### src/rtl/jogo_pkg.sv
// Shared definitions for the memory game and its automatic player: state encoding,
// one-hot button constants and the expected button sequence.
package jogo_pkg;

    typedef enum logic [2:0] {
        OCIOSO    = 3'd0,
        JOGAR     = 3'd1,
        ESPERA    = 3'd2,
        PRESSIONA = 3'd3,
        SOLTA     = 3'd4,
        PROXIMA   = 3'd5,
        FIM       = 3'd6
    } estado_t;

    localparam logic [3:0] BOTAO_0 = 4'b0001;
    localparam logic [3:0] BOTAO_1 = 4'b0010;
    localparam logic [3:0] BOTAO_2 = 4'b0100;
    localparam logic [3:0] BOTAO_3 = 4'b1000;

    localparam logic [3:0] ROM_SEQ [16] = '{
        BOTAO_0, BOTAO_1, BOTAO_2, BOTAO_3,
        BOTAO_0, BOTAO_1, BOTAO_2, BOTAO_3,
        BOTAO_0, BOTAO_1, BOTAO_2, BOTAO_3,
        BOTAO_0, BOTAO_1, BOTAO_2, BOTAO_3
    };

    // Rotating a one-hot pattern keeps it one-hot but never equal to the original.
    function automatic logic [3:0] rotl1(input logic [3:0] b);
        return {b[2:0], b[3]};
    endfunction

    function automatic int max_int(input int a, input int b);
        return (a > b) ? a : b;
    endfunction

endpackage

### src/rtl/sequencia_rom.sv
// Combinational 16x4 ROM holding the expected button for each play index.
module sequencia_rom
    import jogo_pkg::*;
(
    input  logic [3:0] endereco_i,
    output logic [3:0] dado_o
);

    assign dado_o = ROM_SEQ[endereco_i];

endmodule

### src/rtl/jogador_automatico.sv
// Automatic player for the memory game: pulses jogar, then replays the expected
// sequence round by round, with optional single-press error injection.
module jogador_automatico
    import jogo_pkg::*;
#(
    parameter int NUM_RODADAS  = 16,
    parameter int JOGAR_CYCLES = 5,
    parameter int START_WAIT   = 10,
    parameter int PRESS_CYCLES = 5,
    parameter int GAP_CYCLES   = 5
) (
    input  logic       clock,
    input  logic       reset,
    input  logic       iniciar,
    input  logic       erro_en,
    input  logic [3:0] erro_rodada,
    input  logic [3:0] erro_jogada,
    input  logic       ganhou,
    input  logic       perdeu,
    output logic       jogar,
    output logic [3:0] botoes,
    output logic       ativo,
    output logic       fim,
    output logic       resultado,
    output logic [3:0] db_rodada,
    output logic [2:0] db_estado
);

    localparam int MAX_P = max_int(max_int(JOGAR_CYCLES, START_WAIT),
                                   max_int(PRESS_CYCLES, GAP_CYCLES));
    localparam int TW = $clog2(MAX_P) + 1;

    localparam logic [TW-1:0] T_JOGAR  = TW'(JOGAR_CYCLES - 1);
    localparam logic [TW-1:0] T_ESPERA = TW'(START_WAIT - 1);
    localparam logic [TW-1:0] T_PRESS  = TW'(PRESS_CYCLES - 1);
    localparam logic [TW-1:0] T_SOLTA  = TW'(GAP_CYCLES - 1);
    localparam logic [3:0]    ULTIMA   = 4'(NUM_RODADAS - 1);

    estado_t       estado_q, estado_d;
    logic [TW-1:0] timer_q, timer_d;
    logic [3:0]    rodada_q, rodada_d;
    logic [3:0]    jogada_q, jogada_d;
    logic          jogar_q, jogar_d;
    logic [3:0]    botoes_q, botoes_d;
    logic          ativo_q, ativo_d;
    logic          fim_q, fim_d;
    logic          resultado_q, resultado_d;
    logic [3:0]    rom_dado;
    logic [3:0]    padrao;
    logic          chegou_fim;

    sequencia_rom u_rom (
        .endereco_i (jogada_d),
        .dado_o     (rom_dado)
    );

    assign chegou_fim = ganhou | perdeu;

    always_comb begin
        estado_d    = estado_q;
        timer_d     = (timer_q != '0) ? timer_q - 1'b1 : '0;
        rodada_d    = rodada_q;
        jogada_d    = jogada_q;
        resultado_d = resultado_q;

        unique case (estado_q)
            OCIOSO, FIM: begin
                if (iniciar) begin
                    estado_d    = JOGAR;
                    timer_d     = T_JOGAR;
                    rodada_d    = '0;
                    jogada_d    = '0;
                    resultado_d = 1'b0;
                end
            end
            JOGAR: begin
                if (timer_q == '0) begin
                    estado_d = ESPERA;
                    timer_d  = T_ESPERA;
                end
            end
            ESPERA, PRESSIONA, SOLTA, PROXIMA: begin
                // A verdict from the game overrides every sequencing decision.
                if (chegou_fim) begin
                    estado_d    = FIM;
                    timer_d     = '0;
                    resultado_d = ganhou;
                end else begin
                    unique case (estado_q)
                        ESPERA: begin
                            if (timer_q == '0) begin
                                estado_d = PRESSIONA;
                                timer_d  = T_PRESS;
                            end
                        end
                        PRESSIONA: begin
                            if (timer_q == '0) begin
                                estado_d = SOLTA;
                                timer_d  = T_SOLTA;
                            end
                        end
                        SOLTA: begin
                            if (timer_q == '0) begin
                                estado_d = PROXIMA;
                                timer_d  = '0;
                            end
                        end
                        default: begin
                            if (jogada_q < rodada_q) begin
                                estado_d = PRESSIONA;
                                timer_d  = T_PRESS;
                                jogada_d = jogada_q + 4'd1;
                            end else if (rodada_q < ULTIMA) begin
                                estado_d = PRESSIONA;
                                timer_d  = T_PRESS;
                                rodada_d = rodada_q + 4'd1;
                                jogada_d = '0;
                            end else begin
                                estado_d    = FIM;
                                timer_d     = '0;
                                resultado_d = 1'b0;
                            end
                        end
                    endcase
                end
            end
            default: begin
                estado_d = OCIOSO;
                timer_d  = '0;
            end
        endcase
    end

    // Outputs are derived from the next state so they register in step with it.
    always_comb begin
        padrao = rom_dado;
        if (erro_en && (rodada_d == erro_rodada) && (jogada_d == erro_jogada)) begin
            padrao = rotl1(rom_dado);
        end
        jogar_d  = (estado_d == JOGAR);
        botoes_d = (estado_d == PRESSIONA) ? padrao : 4'b0000;
        ativo_d  = (estado_d != OCIOSO) && (estado_d != FIM);
        fim_d    = (estado_d == FIM);
    end

    always_ff @(posedge clock or posedge reset) begin
        if (reset) begin
            estado_q    <= OCIOSO;
            timer_q     <= '0;
            rodada_q    <= '0;
            jogada_q    <= '0;
            jogar_q     <= 1'b0;
            botoes_q    <= '0;
            ativo_q     <= 1'b0;
            fim_q       <= 1'b0;
            resultado_q <= 1'b0;
        end else begin
            estado_q    <= estado_d;
            timer_q     <= timer_d;
            rodada_q    <= rodada_d;
            jogada_q    <= jogada_d;
            jogar_q     <= jogar_d;
            botoes_q    <= botoes_d;
            ativo_q     <= ativo_d;
            fim_q       <= fim_d;
            resultado_q <= resultado_d;
        end
    end

    assign jogar     = jogar_q;
    assign botoes    = botoes_q;
    assign ativo     = ativo_q;
    assign fim       = fim_q;
    assign resultado = resultado_q;
    assign db_rodada = rodada_q;
    assign db_estado = estado_q;

endmodule
### config.mk
export PLATFORM = sky130hd
export DESIGN_NAME = jogador_automatico
export DESIGN_NICKNAME = d
export VERILOG_FILES = /design/src/rtl/jogo_pkg.sv /design/src/rtl/sequencia_rom.sv /design/src/rtl/jogador_automatico.sv
export SDC_FILE = /design/constraint.sdc
export NUM_CORES = 1
export LEC_CHECK = 0
export CAP_MARGIN = 15
export CORE_AREA = 2 2 64 66
export CTS_CLUSTER_SIZE = 12
export DETAILED_ROUTE_END_ITERATION = 6
export DIE_AREA = 0 0 66 68
export GPL_TIMING_DRIVEN = 0
export PLACE_DENSITY = 0.86
export SLEW_MARGIN = 0
export SYNTH_ARGS = -nofsm -noshare
export SYNTH_HDL_FRONTEND = slang
export SYNTH_SLANG_ARGS = --single-unit
export TNS_END_PERCENT = 30
### constraint.sdc
create_clock -name clock -period 2.83 [get_ports clock]
set_input_delay 0.283 -clock clock [delete_from_list [all_inputs] [get_ports clock]]
set_output_delay 0.283 -clock clock [all_outputs]
set_load 0.05 [all_outputs]
---- Yosys cells after proc, flatten, opt, wreduce, memory -nomap -nowiden ----
Memory sizes are Yosys's and may differ from the RTL's.
Index checks and enable logic that the tools add are counted.
storage, ports and cells
  memory bits (read-only) ................. 64
  input bits .............................. 14
  output and inout bits ................... 15
  logic and storage cells ................. 89
  register bits ........................... 24
  memories kept ........................... 1
operators by class
  reductions and logical operators ........ 13
  add/sub/neg operators ................... 3
  magnitude comparators ................... 3
  bitwise operators ....................... 2
  mux-type cells .......................... 42
  equality and inequality tests ........... 16
memories
  memory            words  width  read ports  clocked after memory_dff  wr ports  line                text
  (name not given)  16     4      1           0                         0         sequencia_rom.sv:9  assign dado_o = ROM_SEQ[endereco_i];
operator list
  kind                   number
  $mux W4                14
  $mux W3                10
  $mux W5                6
  $pmux W3 S3            2
  $pmux W4 S2            2
  $pmux W5 S3            1
  $eq A3 B3 Y1 const B   4
  $ne A3 B3 Y1 const B   4
  $pmux W5 S2            1
  $eq A3 B2 Y1 const B   3
  $add A4 B1 Y4 const B  2
  $eq A4 B4 Y1           2
  $eq A3 B1 Y1 const B   2
  $ge A5 B5 Y1 const B   1
  $logic_not A5 Y1       1
  $mux W1                5
  $not A4 Y5             1
  $reduce_and A5 Y1      1
  $reduce_bool A5 Y1     1
  $sub A5 B1 Y5 const B  1
  $lt A4 B4 Y1           1
  $lt A4 B4 Y1 const B   1
  $reduce_or A2 Y1       2
  $reduce_or A4 Y1       1
  other kinds (8)        10

---- Depth between registers and ports, before layout ----
  depth in word-level cells ............... 12
  mapped depth ............................ 11
  mapped depth without buffers ............ 10

---- Cells and area by module ----
A second synthesis with hierarchy kept.
second synthesis, totals
  cell total of the unflattened synthesis .. 199
  area, all modules ....................... 1767.9 um^2
modules (own cells, without submodules)
  module              area an instance (um^2)  seq. area each (um^2)  cells each  instances
  jogador_automatico  1741.7                   600.6                  195         1
  sequencia_rom       26.3                     0.0                    4           1

---- Worst setup path before layout ----
Ideal clock, no wire load.
  path type ............................... register to register
  start ................................... register rodada_q[3], in the netlist db_rodada[3]
  end ..................................... register botoes_q[0], in the netlist botoes[0]
  arrival time ............................ 2932 ps
  required time ........................... 2751 ps
  stages on the path, launching flop included .. 12
  clock period less this slack ............ 3011 ps
  buffers on the path ..................... 2
  setup time .............................. 79 ps
  slack ................................... -181 ps
  cell sequence ........................... dfrtp_1 > inv_1 > ha_1 > a21oi_1 > o21a_1 > clkbuf_1 > o211ai_1 > a32o_1 > a2111oi_0 > and4_1 > buf_6 > mux2i_1
between the ends
  cells in the longest elaborated chain, start to end .. 12
  elaborated cells on any way between the ends .. 30
  those cells by class .................... add/sub: 1; order compare: 2; eq/ne: 3; mux: 20; bitwise: 1; reduce/logical: 2; memory: 1
RTL lines
  what                                        line                       text
  from (decl)                                 jogador_automatico.sv:41   logic [3:0] rodada_q, rodada_d;
  from (signal assigned)                      jogador_automatico.sv:160  rodada_q <= rodada_d;
  $lt A4 B4 Y1                                jogador_automatico.sv:113  end else if (rodada_q < ULTIMA) begin
  $mux W4                                     jogador_automatico.sv:113
  $mux W4                                     jogador_automatico.sv:109  if (jogada_q < rodada_q) begin
  $mux W4                                     jogador_automatico.sv:89   unique case (estado_q)
  $mux W4                                     jogador_automatico.sv:84   if (chegou_fim) begin
  $pmux W4 S2                                 jogador_automatico.sv:66   unique case (estado_q)
  $not A4 Y5 (not written as such)            sequencia_rom.sv:9
  $mem_v2 Z16 W4                              n/a
  $mux W4 (not written as such) (2 in a row)  sequencia_rom.sv:9
  $mux W4                                     jogador_automatico.sv:137  if (erro_en && (rodada_d == erro_rodada) && (jogada_d == erro_jogada)) begin
  $mux W4 (*)                                 jogador_automatico.sv:141  botoes_d = (estado_d == PRESSIONA) ? padrao : 4'b0000;
  named net botoes_d[0]                       jogador_automatico.sv:44   logic [3:0] botoes_q, botoes_d;
  to (signal assigned)                        jogador_automatico.sv:163  botoes_q <= botoes_d;
  to (decl)                                   jogador_automatico.sv:44
The timed path passes the listed nets; every way through them passes the cells marked *. The select of a mux whose other input is x is not followed.
A chain may end at the register's enable or synchronous reset.

---- Worst setup path in the final report ----
  start ................................... register jogada_q[3]
  end ..................................... register botoes_q[2], in the netlist botoes[2]
between the ends
  cells in the longest elaborated chain, start to end .. 11
  elaborated cells on any way between the ends .. 27
  those cells by class .................... add/sub: 1; order compare: 1; eq/ne: 3; mux: 18; bitwise: 1; reduce/logical: 2; memory: 1
RTL lines
  what                                         line                       text
  from (decl)                                  jogador_automatico.sv:42   logic [3:0] jogada_q, jogada_d;
  from (signal assigned)                       jogador_automatico.sv:161  jogada_q <= jogada_d;
  $add A4 B1 Y4, or another cell as far along  jogador_automatico.sv:112  jogada_d = jogada_q + 4'd1;
  $mux W4                                      jogador_automatico.sv:109
  $mux W4                                      jogador_automatico.sv:89
  $mux W4                                      jogador_automatico.sv:84
  $pmux W4 S2                                  jogador_automatico.sv:66
  $not A4 Y5 (not written as such)             sequencia_rom.sv:9
  $mem_v2 Z16 W4                               n/a
  $mux W4 (not written as such) (2 in a row)   sequencia_rom.sv:9
  $mux W4                                      jogador_automatico.sv:137
  $mux W4 (*)                                  jogador_automatico.sv:141
  named net botoes_d[2]                        jogador_automatico.sv:44
Marks and branches as above.

==> impl_metrics.json <==
{
  "outcome": "finished, final reports clean",
  "layout_common_cells": "26 x clkdlybuf4s50_1, 18 x dfrtp_1, 16 x nand2_1",
  "async_flop_share": 1.00,
  "cellLeakagePower_nw": 0.956,
  "postCtsHoldBufs": 0,
  "ys_ff_latch": 24,
  "power_mw": 2.49,
  "die_w_um": 66,
  "syn_to_final_growth_pct": 34.2,
  "fp-row-count": 23,
  "hpwl_um": 3220,
  "via_count": 1807,
  "yosysSeqAreaShare": 0.337,
  "timing.hold.ws_ns": 0.479,
  "die_h_um": 68,
  "syn-instance-count": 210,
  "clk_pin_slew_ns": 0.09,
  "worst-setup-path-type": "reg2reg",
  "drc": 0,
  "ant_nets": 0,
  "fin_ws_ns": 0.0221,
  "cp-start-kind": "register",
  "cp_max_fo": 4,
  "synth-edff-count": 0,
  "hp-start": "ganhou",
  "hold_viol_final": 0,
  "antenna_found_initial": 0,
  "antenna_cells": 0,
  "synth_flop_cell": "dfrtp_1",
  "final_util": 0.620,
  "tightest_slew_ns": 0.940,
  "final_layout_size_suffix_gt1_frac": 0.202,
  "worstPathRequired_ns": 3.03,
  "dr.first_iter.drc_count": 196,
  "clock-root-buffer": "clkbuf_8",
  "clock_latency_ns": 0.27,
  "timing.rr.start": "jogada_q[3]",
  "worstPathArrival_ns": 3.01,
  "n_fill_cell": 330,
  "top_usage_layer": "met2",
  "layout_commonest_cell": "clkdlybuf4s50_1",
  "fin_crit_ns": 2.81,
  "rsz0062_at_grt": "true",
  "io_pins": 29,
  "yosysWarnings": 0,
  "final_max_slew_viol_count": 0,
  "grt.met2_usage": 0.366,
  "max_freq_mhz": 356,
  "setup_viol": 0,
  "cts.htree.levels": 1,
  "numPortBuffers": 28,
  "dp_slack_ns": -0.426,
  "core_sq_um": 3860,
  "max_cap_viol_count": 0,
  "fin_crit_sh": 0.992,
  "gp_congestion": 0.945,
  "crit_path_start": "jogada_q[3]",
  "use_met3": 0.0181,
  "cp-end-kind": "register",
  "numClockSinks": 24,
  "cts_buffers": 3,
  "grt_pass1_vias": 1634,
  "track_usage": 0.212,
  "final_nets": 268,
  "grt_max_degree": 25,
  "p_per_area_nw_per_um2": 1040,
  "initial_core_util": 0.462,
  "finalWirelength_um": 4670,
  "cts_tree": "yes",
  "hold_class": "in2reg",
  "syn_avg_cell_area_sq_um": 8.48,
  "avgViaCountPerCell": 6.08,
  "globalRouteOverflowTotal": 0,
  "skew_ns": 0.00462,
  "grt_first_pass_wirelength_um": 7420,
  "synth_nets": 230,
  "ir_worst_vdd_mv": 0.954,
  "die_area_sq_um": 4490,
  "firstDrtPassIters": 4,
  "cts_buffer_depth": 2,
  "wl_per_cell_um": 15.7,
  "syn_area_sq_um": 1780,
  "use_met1": 0.286,
  "slew_headroom": 0.373,
  "synth_cell_types": 56
}
## sequential cells by signal (all words and copies together), names as in the netlist, 3 cells and up
name	cells
botoes	4
db_estado	3
db_rodada	4
jogada_q	4
timer_q	5
## kinds of logic after synthesis
group / synth area share
fa+ha+maj: 0.0422
mux: 0.0344
compound gates: 0.256
xor+xnor: 0.0246
buf+inv: 0.0583
simple gates: 0.247
flops: 0.337
## Yosys cell counts, types with 4 or more instances
cell	number	area, sq um
nand2_1	16	60.1
and3_1	4	25.0
nand4_1	5	31.3
clkbuf_1	6	22.5
inv_1	11	41.3
mux2i_1	5	50.1
nor3_1	4	20.0
nand2b_1	5	31.3
nor2_1	15	56.3
ha_1	6	75.1
a211oi_1	4	30.0
o21ai_0	10	50.1
nor2b_1	5	31.3
o311ai_1	5	43.8
dfrtp_1	24	601
a21oi_1	15	75.1
nand3_1	8	40.0
## worst max-delay path: stages, from the launching register on
cell and delay [ns]:
dfrtp_1 0.45, ha_4 0.30, o211ai_1 0.11, o21a_1 0.24, buf_4 0.16, or4_4 0.49
and3_4 0.21, a2111oi_4 0.20, and4_1 0.27, buf_6 0.13, mux2i_1 0.18
## per-layer routing
| metal | part of all wire | vias to the layer above |
|---|---|---|
| met4 | 0.014 | 0 |
| met3 | 0.054 | 7 |
| met2 | 0.48 | 73 |
| met1 | 0.45 | 856 |
| met5 | 0 | - |
| li1 | - | 871 |
## area by class of cell
class	instances	area, sq um	area share
tap	50	62.6	0.0262
clock buffer	4	55.1	0.0230
inverter	12	45.0	0.0188
multi-input combinational	163	1220	0.510
sequential	24	608	0.254
buffer	10	73.8	0.0309
timing repair buffer	34	327	0.137
## worst paths after layout
kind	end	slack [ns]	depth (start not counted)
worst max register to register	botoes[2]	0.02	10
worst max-delay path	botoes[2]	0.02	10
max in group asynchronous	db_rodada[1]	1.67	2
worst min register to register	resultado	0.51	1
worst min-delay path	resultado	0.48	2
min in group asynchronous	ativo	0.52	2
## power breakdown
part,switching (mW),internal [mW]
combinational,1.04,0.675
clock,0.111,0.124
sequential,0.0888,0.448
total,1.24,1.25
## per-stage QoR
stage | cell area, sq um | TNS [ns] | instances
2_1_floorplan | 1790 | 0 | 210
3_3_place_gp | 2130 | -1.59 | 288
3_5_place_dp | 2130 | -1.67 | 288
5_1_grt | 2390 | -0.291 | 297
4_1_cts | 2270 | 0 | 293
6_report | 2390 | 0 | 297
## timing repair
action,4_1_cts,5_1_grt
pin swaps,2,10
endpoints found under the setup margin,4,5
buffers inserted,2,4
resized for setup,16,23
No activity file was read; power rests on OpenSTA's default activity.
